`config.mk`:
```
export PLATFORM = sky130hd
export DESIGN_NAME = franken_dmem_ctrl
export DESIGN_NICKNAME = d
export VERILOG_FILES = /design/src/rtl/franken_dmem_ctrl.sv
export SDC_FILE = /design/constraint.sdc
export NUM_CORES = 1
export LEC_CHECK = 0
export BUFFER_PORTS_ARGS = -buffer_cell sky130_fd_sc_hd__buf_2
export CORE_ASPECT_RATIO = 0.9
export CORE_MARGIN = 8
export CORE_UTILIZATION = 35
export CTS_CLUSTER_DIAMETER = 100
export DETAILED_ROUTE_END_ITERATION = 16
export GPL_ROUTABILITY_DRIVEN = 0
export PLACE_DENSITY = 0.54
export SYNTH_ARGS = -nofsm -noshare
export SYNTH_HDL_FRONTEND = slang
export SYNTH_SLANG_ARGS = --single-unit
```
`constraint.sdc`:
```
create_clock -name clk -period 4.6 [get_ports clk]
set_input_delay 0 -clock clk [delete_from_list [all_inputs] [get_ports clk]]
set_output_delay 0 -clock clk [all_outputs]
set_load 0.01 [all_outputs]
```
`src/rtl/franken_dmem_ctrl.sv`:
```
// franken_dmem_ctrl: data-memory controller behind the franken_riscv MEM stage.
// Stores are posted into a small circular buffer and drained in program order
// ahead of any load. Loads stall the core (rbusy) until their bus read completes.
// Optional bus timeout: define FRANKEN_DMEM_TIMEOUT_EN.
module franken_dmem_ctrl #(
  parameter int unsigned WBUF_DEPTH  = 2,
  parameter int unsigned TIMEOUT_CYC = 255,
  parameter logic [31:0] ERR_RDATA   = 32'hDEADBEEF
) (
  input  logic        clk,
  input  logic        reset,
  input  logic        mem_read_enable_MEM,
  input  logic        mem_write_enable_MEM,
  input  logic [31:0] alu_result_MEM,
  input  logic [31:0] write_data_MEM,
  input  logic [3:0]  byte_enable,
  output logic [31:0] read_data,
  output logic        rbusy,
  output logic        bus_req,
  output logic        bus_we,
  output logic [31:0] bus_addr,
  output logic [31:0] bus_wdata,
  output logic [3:0]  bus_be,
  input  logic        bus_ack,
  input  logic [31:0] bus_rdata,
  output logic        bus_err
);

  // Pointers carry one extra wrap bit; full = same index, opposite wrap bit.
  localparam int unsigned PtrW = $clog2(WBUF_DEPTH) + 1;
  localparam int unsigned IdxW = (WBUF_DEPTH > 1) ? $clog2(WBUF_DEPTH) : 1;
  localparam logic [PtrW-1:0] PtrMsb = PtrW'(1) << (PtrW - 1);

  typedef enum logic [1:0] {StIdle, StWr, StRd, StRdDone} state_e;

  state_e state_q, state_d;

  logic [29:0]     wb_addr_q [WBUF_DEPTH];
  logic [31:0]     wb_data_q [WBUF_DEPTH];
  logic [3:0]      wb_be_q   [WBUF_DEPTH];
  logic [PtrW-1:0] wr_ptr_q, rd_ptr_q;
  logic [IdxW-1:0] wr_idx, rd_idx;
  logic            wb_empty, wb_full;
  logic            push, pop;
  logic            tmo_hit;

  logic [31:0] bus_addr_q, bus_wdata_q, read_data_q;
  logic [3:0]  bus_be_q;

  if (WBUF_DEPTH > 1) begin : g_idx
    assign wr_idx = wr_ptr_q[IdxW-1:0];
    assign rd_idx = rd_ptr_q[IdxW-1:0];
  end else begin : g_idx_single
    assign wr_idx = '0;
    assign rd_idx = '0;
  end

  assign wb_empty = (wr_ptr_q == rd_ptr_q);
  assign wb_full  = (wr_ptr_q == (rd_ptr_q ^ PtrMsb));

  // A simultaneous load wins over a store; a full buffer refuses the push even
  // if a pop lands in the same cycle.
  assign push = mem_write_enable_MEM && !mem_read_enable_MEM && !wb_full;
  assign pop  = (state_q == StWr) && (bus_ack || tmo_hit);

  // State register
  always_ff @(posedge clk or negedge reset) begin
    if (!reset) begin
      state_q <= StIdle;
    end else begin
      state_q <= state_d;
    end
  end

  // Next-state logic: drain writes first, then service a pending load
  always_comb begin
    state_d = state_q;
    case (state_q)
      StIdle: begin
        if (!wb_empty) begin
          state_d = StWr;
        end else if (mem_read_enable_MEM) begin
          state_d = StRd;
        end
      end
      StWr:     if (bus_ack || tmo_hit) state_d = StIdle;
      StRd:     if (bus_ack || tmo_hit) state_d = StRdDone;
      StRdDone: state_d = StIdle;
      default:  state_d = StIdle;
    endcase
  end

  // Outputs decoded from the state register; rbusy is forced low in reset
  always_comb begin
    bus_req = (state_q == StWr) || (state_q == StRd);
    bus_we  = (state_q == StWr);
    rbusy   = 1'b0;
    if (reset) begin
      if (mem_read_enable_MEM) begin
        rbusy = (state_q != StRdDone);
      end else begin
        rbusy = mem_write_enable_MEM && wb_full;
      end
    end
  end

  // Buffer pointers
  always_ff @(posedge clk or negedge reset) begin
    if (!reset) begin
      wr_ptr_q <= '0;
      rd_ptr_q <= '0;
    end else begin
      if (push) wr_ptr_q <= wr_ptr_q + PtrW'(1);
      if (pop)  rd_ptr_q <= rd_ptr_q + PtrW'(1);
    end
  end

  // Buffer storage; validity is tracked by the pointers alone
  always_ff @(posedge clk) begin
    if (push) begin
      wb_addr_q[wr_idx] <= alu_result_MEM[31:2];
      wb_data_q[wr_idx] <= write_data_MEM;
      wb_be_q[wr_idx]   <= byte_enable;
    end
  end

  // Bus fields latched when leaving IDLE and held for the whole transaction
  always_ff @(posedge clk or negedge reset) begin
    if (!reset) begin
      bus_addr_q  <= '0;
      bus_wdata_q <= '0;
      bus_be_q    <= '0;
    end else if (state_q == StIdle) begin
      if (!wb_empty) begin
        bus_addr_q  <= {wb_addr_q[rd_idx], 2'b00};
        bus_wdata_q <= wb_data_q[rd_idx];
        bus_be_q    <= wb_be_q[rd_idx];
      end else if (mem_read_enable_MEM) begin
        bus_addr_q  <= {alu_result_MEM[31:2], 2'b00};
        bus_be_q    <= byte_enable;
      end
    end
  end

  // Load result register; holds until the next read completes
  always_ff @(posedge clk or negedge reset) begin
    if (!reset) begin
      read_data_q <= '0;
    end else if (state_q == StRd) begin
      if (bus_ack) begin
        read_data_q <= bus_rdata;
      end else if (tmo_hit) begin
        read_data_q <= ERR_RDATA;
      end
    end
  end

  assign bus_addr  = bus_addr_q;
  assign bus_wdata = bus_wdata_q;
  assign bus_be    = bus_be_q;
  assign read_data = read_data_q;

`ifdef FRANKEN_DMEM_TIMEOUT_EN
  localparam int unsigned CntW =
      ($clog2(TIMEOUT_CYC + 1) > 8) ? $clog2(TIMEOUT_CYC + 1) : 8;

  logic [CntW-1:0] tmo_cnt_q;
  logic            bus_err_q;

  // The counter sits at zero outside WR/RD, so each transaction starts fresh
  assign tmo_hit = bus_req && !bus_ack && (tmo_cnt_q == CntW'(TIMEOUT_CYC - 1));

  // Timeout counter and sticky error flag
  always_ff @(posedge clk or negedge reset) begin
    if (!reset) begin
      tmo_cnt_q <= '0;
      bus_err_q <= 1'b0;
    end else begin
      if (!bus_req) begin
        tmo_cnt_q <= '0;
      end else if (!bus_ack) begin
        tmo_cnt_q <= tmo_cnt_q + CntW'(1);
      end
      if (tmo_hit) bus_err_q <= 1'b1;
    end
  end

  assign bus_err = bus_err_q;
`else
  logic unused_tmo_cfg;
  assign unused_tmo_cfg = ^TIMEOUT_CYC;
  assign tmo_hit        = 1'b0;
  assign bus_err        = 1'b0;
`endif

  // Byte offset is irrelevant on a word-wide bus
  logic unused_addr_lo;
  assign unused_addr_lo = ^alu_result_MEM[1:0];

endmodule

```
# After elaboration in Yosys (flattened, before gate mapping)
# Memory sizes are Yosys's and may differ from the RTL's. A register that Yosys moved wholly into a read port is not among the register bits.
# Index checks and enable logic that the tools add are counted.
[word_totals]
register_bits = 74
ram_bits = 132
input_bits = 105
word_cells = 49
memories = 3
[op_classes]
add_sub_neg = 2
n_eq_ne = 10
n_mux = 13
bitwise_logic = 2
reduce_logical = 13
[memory_table]
columns = ["memory", "depth", "word_bits", "read_ports", "rd_clocked_by_memory_dff", "write_ports", "line_no", "text"]
rows = [
  ["wb_data_q", 2, 32, 1, 1, 1, "39", "logic [31:0] wb_data_q [WBUF_DEPTH];"],
  ["wb_addr_q", 2, 30, 1, 0, 1, "38", "logic [29:0] wb_addr_q [WBUF_DEPTH];"],
  ["wb_be_q", 2, 4, 1, 0, 1, "40", "logic [3:0] wb_be_q [WBUF_DEPTH];"],
]
[ops]
columns = ["operator", "count"]
rows = [
  ["$mux 32", 2],
  ["$mux 2", 4],
  ["$mux 4", 2],
  ["$pmux 2 s4", 1],
  ["$ne 2x2->1 const B", 3],
  ["$reduce_and 2->1", 3],
  ["$add 2x1->2 const B", 2],
  ["$eq 2x2->1", 2],
  ["$eq 2x2->1 const B", 2],
  ["$logic_and 1x1->1", 4],
  ["$mux 1", 4],
  ["$logic_not 1->1", 3],
  ["$ne 3x3->1 const B", 1],
  ["$reduce_and 3->1", 1],
  ["$eq 2x1->1 const B", 1],
  ["$logic_not 2->1", 1],
  ["$ne 2x1->1 const B", 1],
  ["$not 1->1", 2],
  ["$logic_or 1x1->1", 1],
]

# Longest topological paths before layout
# Gate-level depths: netlist (run 1).
[logic_depth]
depth_word = 6
mapped_depth = 7

# Worst setup path after synthesis (run 1)
# No wires, ideal clock.
[synth_path]
path_kind = "register -> register"
start = "register rd_ptr_q[0]"
end = "memory wb_addr_q[0][0], enable pin"
setup_ns = 0.490
t_arrival_ns = 3.575
t_required_ns = 4.110
slack_ns = 0.535
stages_incl_launch_ff = 6
path_cell_list = "dfrtp_1 -> buf_6 -> xnor2_2 -> nand2_1 -> nand2_1 -> nor2_1"
[synth_between]
elab_chain_len = 5
[synth_lines]
columns = ["item", "line_no", "text"]
rows = [
  ["start: declaration", "41", "logic [PtrW-1:0] wr_ptr_q, rd_ptr_q;"],
  ["start signal: assignment", "114", "if (pop) rd_ptr_q <= rd_ptr_q + PtrW'(1);"],
  ["$eq 2x2->1", "59", "assign wb_full = (wr_ptr_q == (rd_ptr_q ^ PtrMsb));"],
  ["$logic_not 1->1", "63", "assign push = mem_write_enable_MEM && !mem_read_enable_MEM && !wb_full;"],
  ["$logic_and 1x1->1", "63", ""],
  ["$mux 1", "120", "if (push) begin"],
  ["$mux 1 (not written as such)", "121", "wb_addr_q[wr_idx] <= alu_result_MEM[31:2];"],
  ["end: declaration", "38", ""],
]
# Every way passes these cells.

# Final worst setup path (run 1)
[layout_path]
start = "register rd_ptr_q[0]"
end = "memory wb_data_q[0][0], enable pin"
[layout_between]
elab_chain_len = 5
[layout_lines]
columns = ["item", "line_no", "text"]
rows = [
  ["$eq 2x2->1", "59", ""],
  ["$logic_not 1->1", "63", ""],
  ["$logic_and 1x1->1", "63", ""],
  ["$mux 1", "120", ""],
  ["$mux 1 (not written as such)", "122", "wb_data_q[wr_idx] <= write_data_MEM;"],
  ["end: declaration", "39", ""],
]
# Every way passes these cells.

==> metrics.yaml, run 1 <==
run_status:
  status: "complete, no violations"
routing:
  wire_per_inst_um: 18.1
  drcViolationCount: 0
  wl_met3_mm: 1.48
  drt_iter0_markers: 217
  dr.pass1.iters: 4
  dr_wl_met2_mm: 10.5
  finalWirelength_mm: 22.0
  postRouteAntennaNets: 0
  top_layer_used: "met4"
  via_per_inst: 4.63
  via_count: 5620
  wl_met1_mm: 9.49
timing:
  setup_violations: 0
  max_slew_margin: 0.132
  min_period_ns: 2.79
  skew_ns: 0.00978
  hold_violations: 0
  finalSetupTns_ns: 0
  tightest_slew_ns: 1.30
  drv_slew: 0
  rsz0062_at_grt: "no"
  post-route-period-util: 0.607
  setup_ws_ns: 1.81
  fmax_ghz: 0.358
die:
  die_h_um: 168
  start_util: 0.356
  die-area_um2: 31000
  die_x_um: 185
  io_pins: 209
  core_area_um2: 25200
  row_count: 55
job:
  maxCapViolCount: 0
grt:
  grt_pass1_vias: 6436
  grt-ovfl-total: 0
  gr-usage-all-layers: 0.139
  antenna_found_initial: 2
  grt_max_degree: 68
  grt_pass1_wl_mm: 34.6
clock_tree:
  cts_tree: "done"
  clock_latency_ns: 0.51
  cts_resized: 0
  holdBufCountCts: 101
  root_buffer: "clkbuf_16"
  ctsLongestPathBuffers: 3
  path_clk_slew_ns: 0.06
  post_cts_buffers: 0
  cts_num_sinks: 236
  cts_buffers: 27
  h-tree-depth: 1
critical_path:
  cp_cell_sequence: "xnor2_2 > nand2_1 > nand2_1 > nor2_4 > buf_12"
  start_kind: "flip-flop"
  arrival_ns: 2.99
  r2r_cells: 5
  required_ns: 4.79
  cp_max_fo: 37
  slowest_stage: "nor2_4"
  cp_common_cell: "nand2_1"
  critPathMaxStageDelay_ns: 0.88
  end_kind: "flip-flop"
  crit_type: "flip-flop to flip-flop"
placed_design:
  port_buffers: 203
  dpl.hpwl_mm: 13.5
  dp_slack_ns: 1.71
logic_synthesis:
  avgSynthCellArea_um2: 16.5
  synth_edf_count: 132
  yosysWarnings: 0
  netlist_instances: 543
  synth.ff_latch_count: 236
  synthArstFlopShare: 0.441
  yosysUniqueCellTypes: 35
  netlist_area_um2: 8960
  ys_seq_area_frac: 0.733
  synthFlopType: "edfxtp_1"
cells_and_area:
  fin_util: 0.482
  drive_gt1_frac: 0.368
  fillers: 2242
  syn_to_final_growth_pct: 35.4
  fin_nets: 961
hold_path:
  hp-class: "input pin to flip-flop"
  whs_path_depth: 4
pwr:
  finalPower_uw: 8270
  power_density_nw_per_um2: 682
  irDropWorstVdd_uv: 366
  p_leak_uw: 0.00498
[metrics by stage]
stage / hold WS (ns) / cell area, µm² / cells
4_1_cts: 0.00235 / 12100 / 1212
2_1_floorplan: -0.296 / 8970 / 545
6_report: 0.0184 / 12100 / 1214
3_3_place_gp: 0.0999 / 10300 / 1063
3_5_place_dp: 0.118 / 10300 / 1063
5_1_grt: 0.0323 / 12100 / 1214
[final timing paths]
kind / start / to / slack [ns]
setup / recovery: rd_ptr_q[0]$_DFFE_PN0P_ / wb_data_q[0][0]$_DFFE_PP_ / 1.81
hold / removal: mem_write_enable_MEM / wr_ptr_q[0]$_DFFE_PN0N_ / 0.02
setup reg to reg: rd_ptr_q[0]$_DFFE_PN0P_ / wb_data_q[0][0]$_DFFE_PP_ / 1.81
hold reg to reg: bus_wdata[5]$_DFFE_PN0P_ / bus_wdata[5]$_DFFE_PN0P_ / 0.47
max in group asynchronous: reset / rd_ptr_q[0]$_DFFE_PN0P_ / 3.09
min in group asynchronous: reset / bus_wdata[0]$_DFFE_PN0P_ / 0.12
[placed cells by master (no fill, tap or decap), types with 4 or more instances in the layout]
cell and instances:
buf_4 7, mux2_2 66, nand2_1 36, xnor2_1 4, mux2i_1 32, clkbuf_16 28, edfxtp_1 132, clkbuf_1 9
dfrtp_1 103, ha_1 5, dlygate4sd3_1 101, o22ai_1 34, a2bb2oi_1 35, buf_2 202, o21ai_0 32
[metal layers]
metal / track usage / vias up
met1: 0.172 / 2761
met4: 0.0337 / 0
met3: 0.0379 / 29
li1: - / 2665
met5: 0 / -
met2: 0.239 / 165
[kinds of logic (layout without fill, tap and decap cells)]
| group | count (synthesis) | count (layout) | synth area share |
|---|---|---|---|
| other cells | 1 | 5 | 0.000418 |
| simple gates | 49 | 49 | 0.0233 |
| flops | 236 | 236 | 0.733 |
| mux | 98 | 98 | 0.119 |
| buf+inv | 37 | 362 | 0.0265 |
| compound gates | 109 | 109 | 0.0829 |
| fa+ha+maj | 5 | 5 | 0.00698 |
| xor+xnor | 8 | 8 | 0.00866 |
[synthesized netlist by cell type, types with 3 or more instances]
master	instances	area, µm²
a2bb2oi_1	35	307
buf_12	3	60.1
buf_2	19	95.1
buf_4	3	22.5
clkbuf_1	6	22.5
dfrtp_1	104	2600
edfxtp_1	132	3960
ha_1	5	62.6
inv_1	3	11.3
mux2_2	66	743
mux2i_1	32	320
nand2_1	36	135
nand3_1	3	15.0
nor2_1	3	11.3
o21ai_0	32	160
o22ai_1	34	213
xnor2_1	4	35.0
xor2_1	3	26.3
[flip-flops by register name, indices dropped and copies added (netlist names)]
| name | count |
|---|---|
| wb_be_q | 8 |
| bus_addr | 30 |
| read_data | 32 |
| bus_wdata | 32 |
| wr_ptr_q | 2 |
| rd_ptr_q | 2 |
| wb_addr_q | 60 |
| wb_data_q | 64 |
| state_q | 2 |
| bus_be | 4 |
[final cells by class]
type	count	area, µm²	share of cell area
antenna	2	5.00	0.000412
clock buffer	40	776	0.0639
clock inverter	8	62.6	0.00516
inverter	3	11.3	0.000928
multi-input combinational	272	2190	0.180
sequential	236	6570	0.541
tap	342	428	0.0353
timing repair buffer	311	2090	0.173
[critical path, delay by kind of cell, from the launching register on]
family,cells,cell delay [ns]
simple gates,3,1.11
xor+xnor,1,0.22
buf+inv,1,0.33
flops,1,0.79
[report_power, final]
part           total [µW]  internal (µW)  leakage (µW)  switching (µW)
clock network        2000           1210      0.000412             787
logic                2960           1310       0.00214            1650
registers            3310           2940       0.00242             368
Power figures use the tool's default switching activity.
==> inputs of run 2 (changes only) <==
ABC_AREA = 1   (was not set)
clock period = 2.77 ns   (was 4.6 ns; I/O delays follow)
==> run 2 against run 1 <==
Cell area rose by 4.9%. Via count rose by 21%. Utilization fell by 0.73 points. Critical path depth rose by 1. Synthesized cell count rose by 60%. Highest routed layer unchanged. Count of clock-buffer cells in the layout rose by 5. Combinational power rose by 73%. Critical path type is now flip-flop to output pin. Synthesized area rose by 5.5%.
==> metrics.yaml, run 2 <==
clock_tree:
  path_clk_slew_ns: 0.06
  cts_resized: 0
  clock_latency_ns: 0.53
  cts_tree: "done"
  holdBufCountCts: 104
  cts_buffers: 26
  cts_num_sinks: 236
  post_cts_buffers: 0
  root_buffer: "clkbuf_16"
  ctsLongestPathBuffers: 3
  h-tree-depth: 1
timing:
  post-route-period-util: 0.815
  skew_ns: 0.0161
  finalSetupTns_ns: 0
  tightest_slew_ns: 0.839
  min_period_ns: 2.26
  rsz0062_at_grt: "no"
  fmax_ghz: 0.443
  drv_slew: 0
  setup_violations: 0
  max_slew_margin: 0.441
  hold_violations: 0
hold_path:
  hp-start: "write_data_MEM[30]"
  whs_path_depth: 2
  min_to: "wb_data_q[1][30]$_DFFE_PP_"
  hp-class: "input pin to flip-flop"
pwr:
  p_int_uw: 8530
  power_density_nw_per_um2: 1070
  power.share.clock: 0.237
  swShare: 0.374
  p_leak_uw: 0.00600
  seq_power_share: 0.387
  irDropWorstVdd_uv: 562
  power_frac_comb: 0.376
  switching_power_uw: 5100
logic_synthesis:
  synthArstFlopShare: 0.441
  yosysTopAreaCell: "edfxtp_1"
  synthFlopType: "edfxtp_1"
  ys_top_cells_by_count: "nand2_1 (418), edfxtp_1 (132), dfrtp_1 (104)"
  yosysWarnings: 0
  avgSynthCellArea_um2: 10.9
  ys_seq_area_frac: 0.694
  synth_edf_count: 132
  synth.ff_latch_count: 236
  netlist_area_um2: 9460
  yosysUniqueCellTypes: 26
  netlist_instances: 870
  yosysMostFrequentCell: "nand2_1"
  yosysTopAreaCellShare: 0.419
  ys_top_cells_by_area: "edfxtp_1 (42%), dfrtp_1 (28%), nand2_1 (17%)"
cells_and_area:
  top_register: "wb_data_q"
  syn_to_final_growth_pct: 34.5
  drive_gt1_frac: 0.248
  top_regs: "wb_data_q: 64 flops, wb_addr_q: 60 flops"
  final_common_cell: "nand2_1"
  layout_common_cells: "nand2_1 (418), buf_2 (202), edfxtp_1 (132), dfrtp_1 (103), dlygate4sd3_1 (103)"
  fillers: 2530
  fin_util: 0.474
  largest_reg_flops: 64
  antenna_cells: 0
  fin_nets: 1286
die:
  start_util: 0.353
  die-area_um2: 32600
  core_area_um2: 26800
  die_x_um: 189
  row_count: 57
  io_pins: 209
  die_h_um: 172
critical_path:
  rr_startpoint: "rd_ptr_q[0]$_DFFE_PN0P_"
  r2r_end: "wb_data_q[0][18]$_DFFE_PP_"
  arrival_ns: 2.26
  start_kind: "flip-flop"
  end_kind: "output pin"
  r2r_cells: 6
  critPathMaxStageDelay_ns: 0.57
  required_ns: 2.77
  r2r_slack_ns: 0.57
  critPathLaunch: "rd_ptr_q[0]$_DFFE_PN0P_"
  slowest_stage: "dfrtp_2"
  cp_max_fo: 40
  crit_type: "flip-flop to output pin"
  cp_cell_sequence: "nand2_1 > nand2_4 > buf_4 > nand4_1 > a21boi_0 > buf_2"
routing:
  dr.pass1.iters: 4
  wire_per_inst_um: 15.5
  postRouteAntennaNets: 0
  via_per_inst: 4.38
  finalWirelength_mm: 24.0
  via_count: 6779
  drt_iter0_markers: 339
  drcViolationCount: 0
grt:
  gr-usage-all-layers: 0.147
  grt_max_degree: 68
  antenna_found_initial: 0
  grt_pass1_wl_mm: 38.7
  grt_pass1_vias: 7108
  grt-ovfl-total: 0
placed_design:
  dpl.hpwl_mm: 14.5
  port_buffers: 203
run_status:
  status: "complete, no violations"
job:
  maxCapViolCount: 0
run 2: cell families (layout without fill, tap and decap cells):
family                     after synthesis  after routing  synth area share
and+or+nand+nor                        470            470             0.195
DFF                                    236            236             0.694
buffers and inverters                   87            410            0.0425
AOI/OAI and AO/OA                       37             37            0.0216
muxes                                   32             32            0.0381
adders and majority gates                5              5           0.00661
xor gates and xnor gates                 2              2           0.00185
other                                    1              3          0.000396
run 2: metal layers:
metal  up-vias  global-route usage  routed length [µm]
met5         -                   0                   0
met4         0              0.0299                 448
met3        26              0.0379                1630
met2       197               0.258               11400
met1      3140               0.182               10600
li1       3416                   -                   -
run 2: how the worst max path moves through the flow:
| stage | cells after the start | end | slack [ns] |
|---|---|---|---|
| 2_1_floorplan | 7 | wb_addr_q[0][0]$_DFFE_PP_ | 0.07 |
| 3_3_place_gp | 6 | wb_data_q[0][20]$_DFFE_PP_ | 0.52 |
| 3_5_place_dp | 6 | wb_data_q[0][20]$_DFFE_PP_ | 0.52 |
| 4_1_cts | 6 | rbusy | 0.45 |
| 5_1_grt | 6 | rbusy | 0.31 |
| 6_report | 6 | rbusy | 0.51 |
run 2: critical path: cells and delay by family (launching register included):
kind,cells,cell delay (ns)
buffers and inverters,2,0.59
AOI/OAI and AO/OA,1,0.18
DFF,1,0.57
and+or+nand+nor,3,0.37
run 2: cell type report:
| class | instances | area (µm²) | share of cell area |
|---|---|---|---|
| Clock buffer | 45 | 792 | 0.0622 |
| Clock inverter | 2 | 21.3 | 0.00167 |
| Sequential cell | 236 | 6570 | 0.516 |
| Timing Repair Buffer | 320 | 2230 | 0.175 |
| Inverter | 43 | 163 | 0.0128 |
| Multi-Input combinational cell | 549 | 2510 | 0.197 |
| Tap cell | 354 | 443 | 0.0348 |
run 2: metrics by stage:
| stage | cells | hold WS (ns) | instance area [µm²] | worst slack [ns] | total power, µW |
|---|---|---|---|---|---|
| 3_5_place_dp | 1398 | 0.00321 | 10900 | 0.521 | 10500 |
| 5_1_grt | 1549 | 0.180 | 12700 | 0.311 | 14800 |
| 2_1_floorplan | 872 | -0.296 | 9480 | 0.0693 | 8640 |
| 3_3_place_gp | 1398 | 0.00685 | 10900 | 0.521 | 10400 |
| 6_report | 1549 | 0.200 | 12700 | 0.514 | 13600 |
| 4_1_cts | 1549 | 0.159 | 12700 | 0.447 | 13900 |
run 2: power groups by stage:
stage               clock network (µW)  registers [µW]  logic, µW
finish                            3230            5270       5120
global route                      3480            5400       5880
CTS                               3350            5270       5260
detailed placement                   0            5330       5120
global placement                     0            5300       5070
floorplan                            0            5600       3050
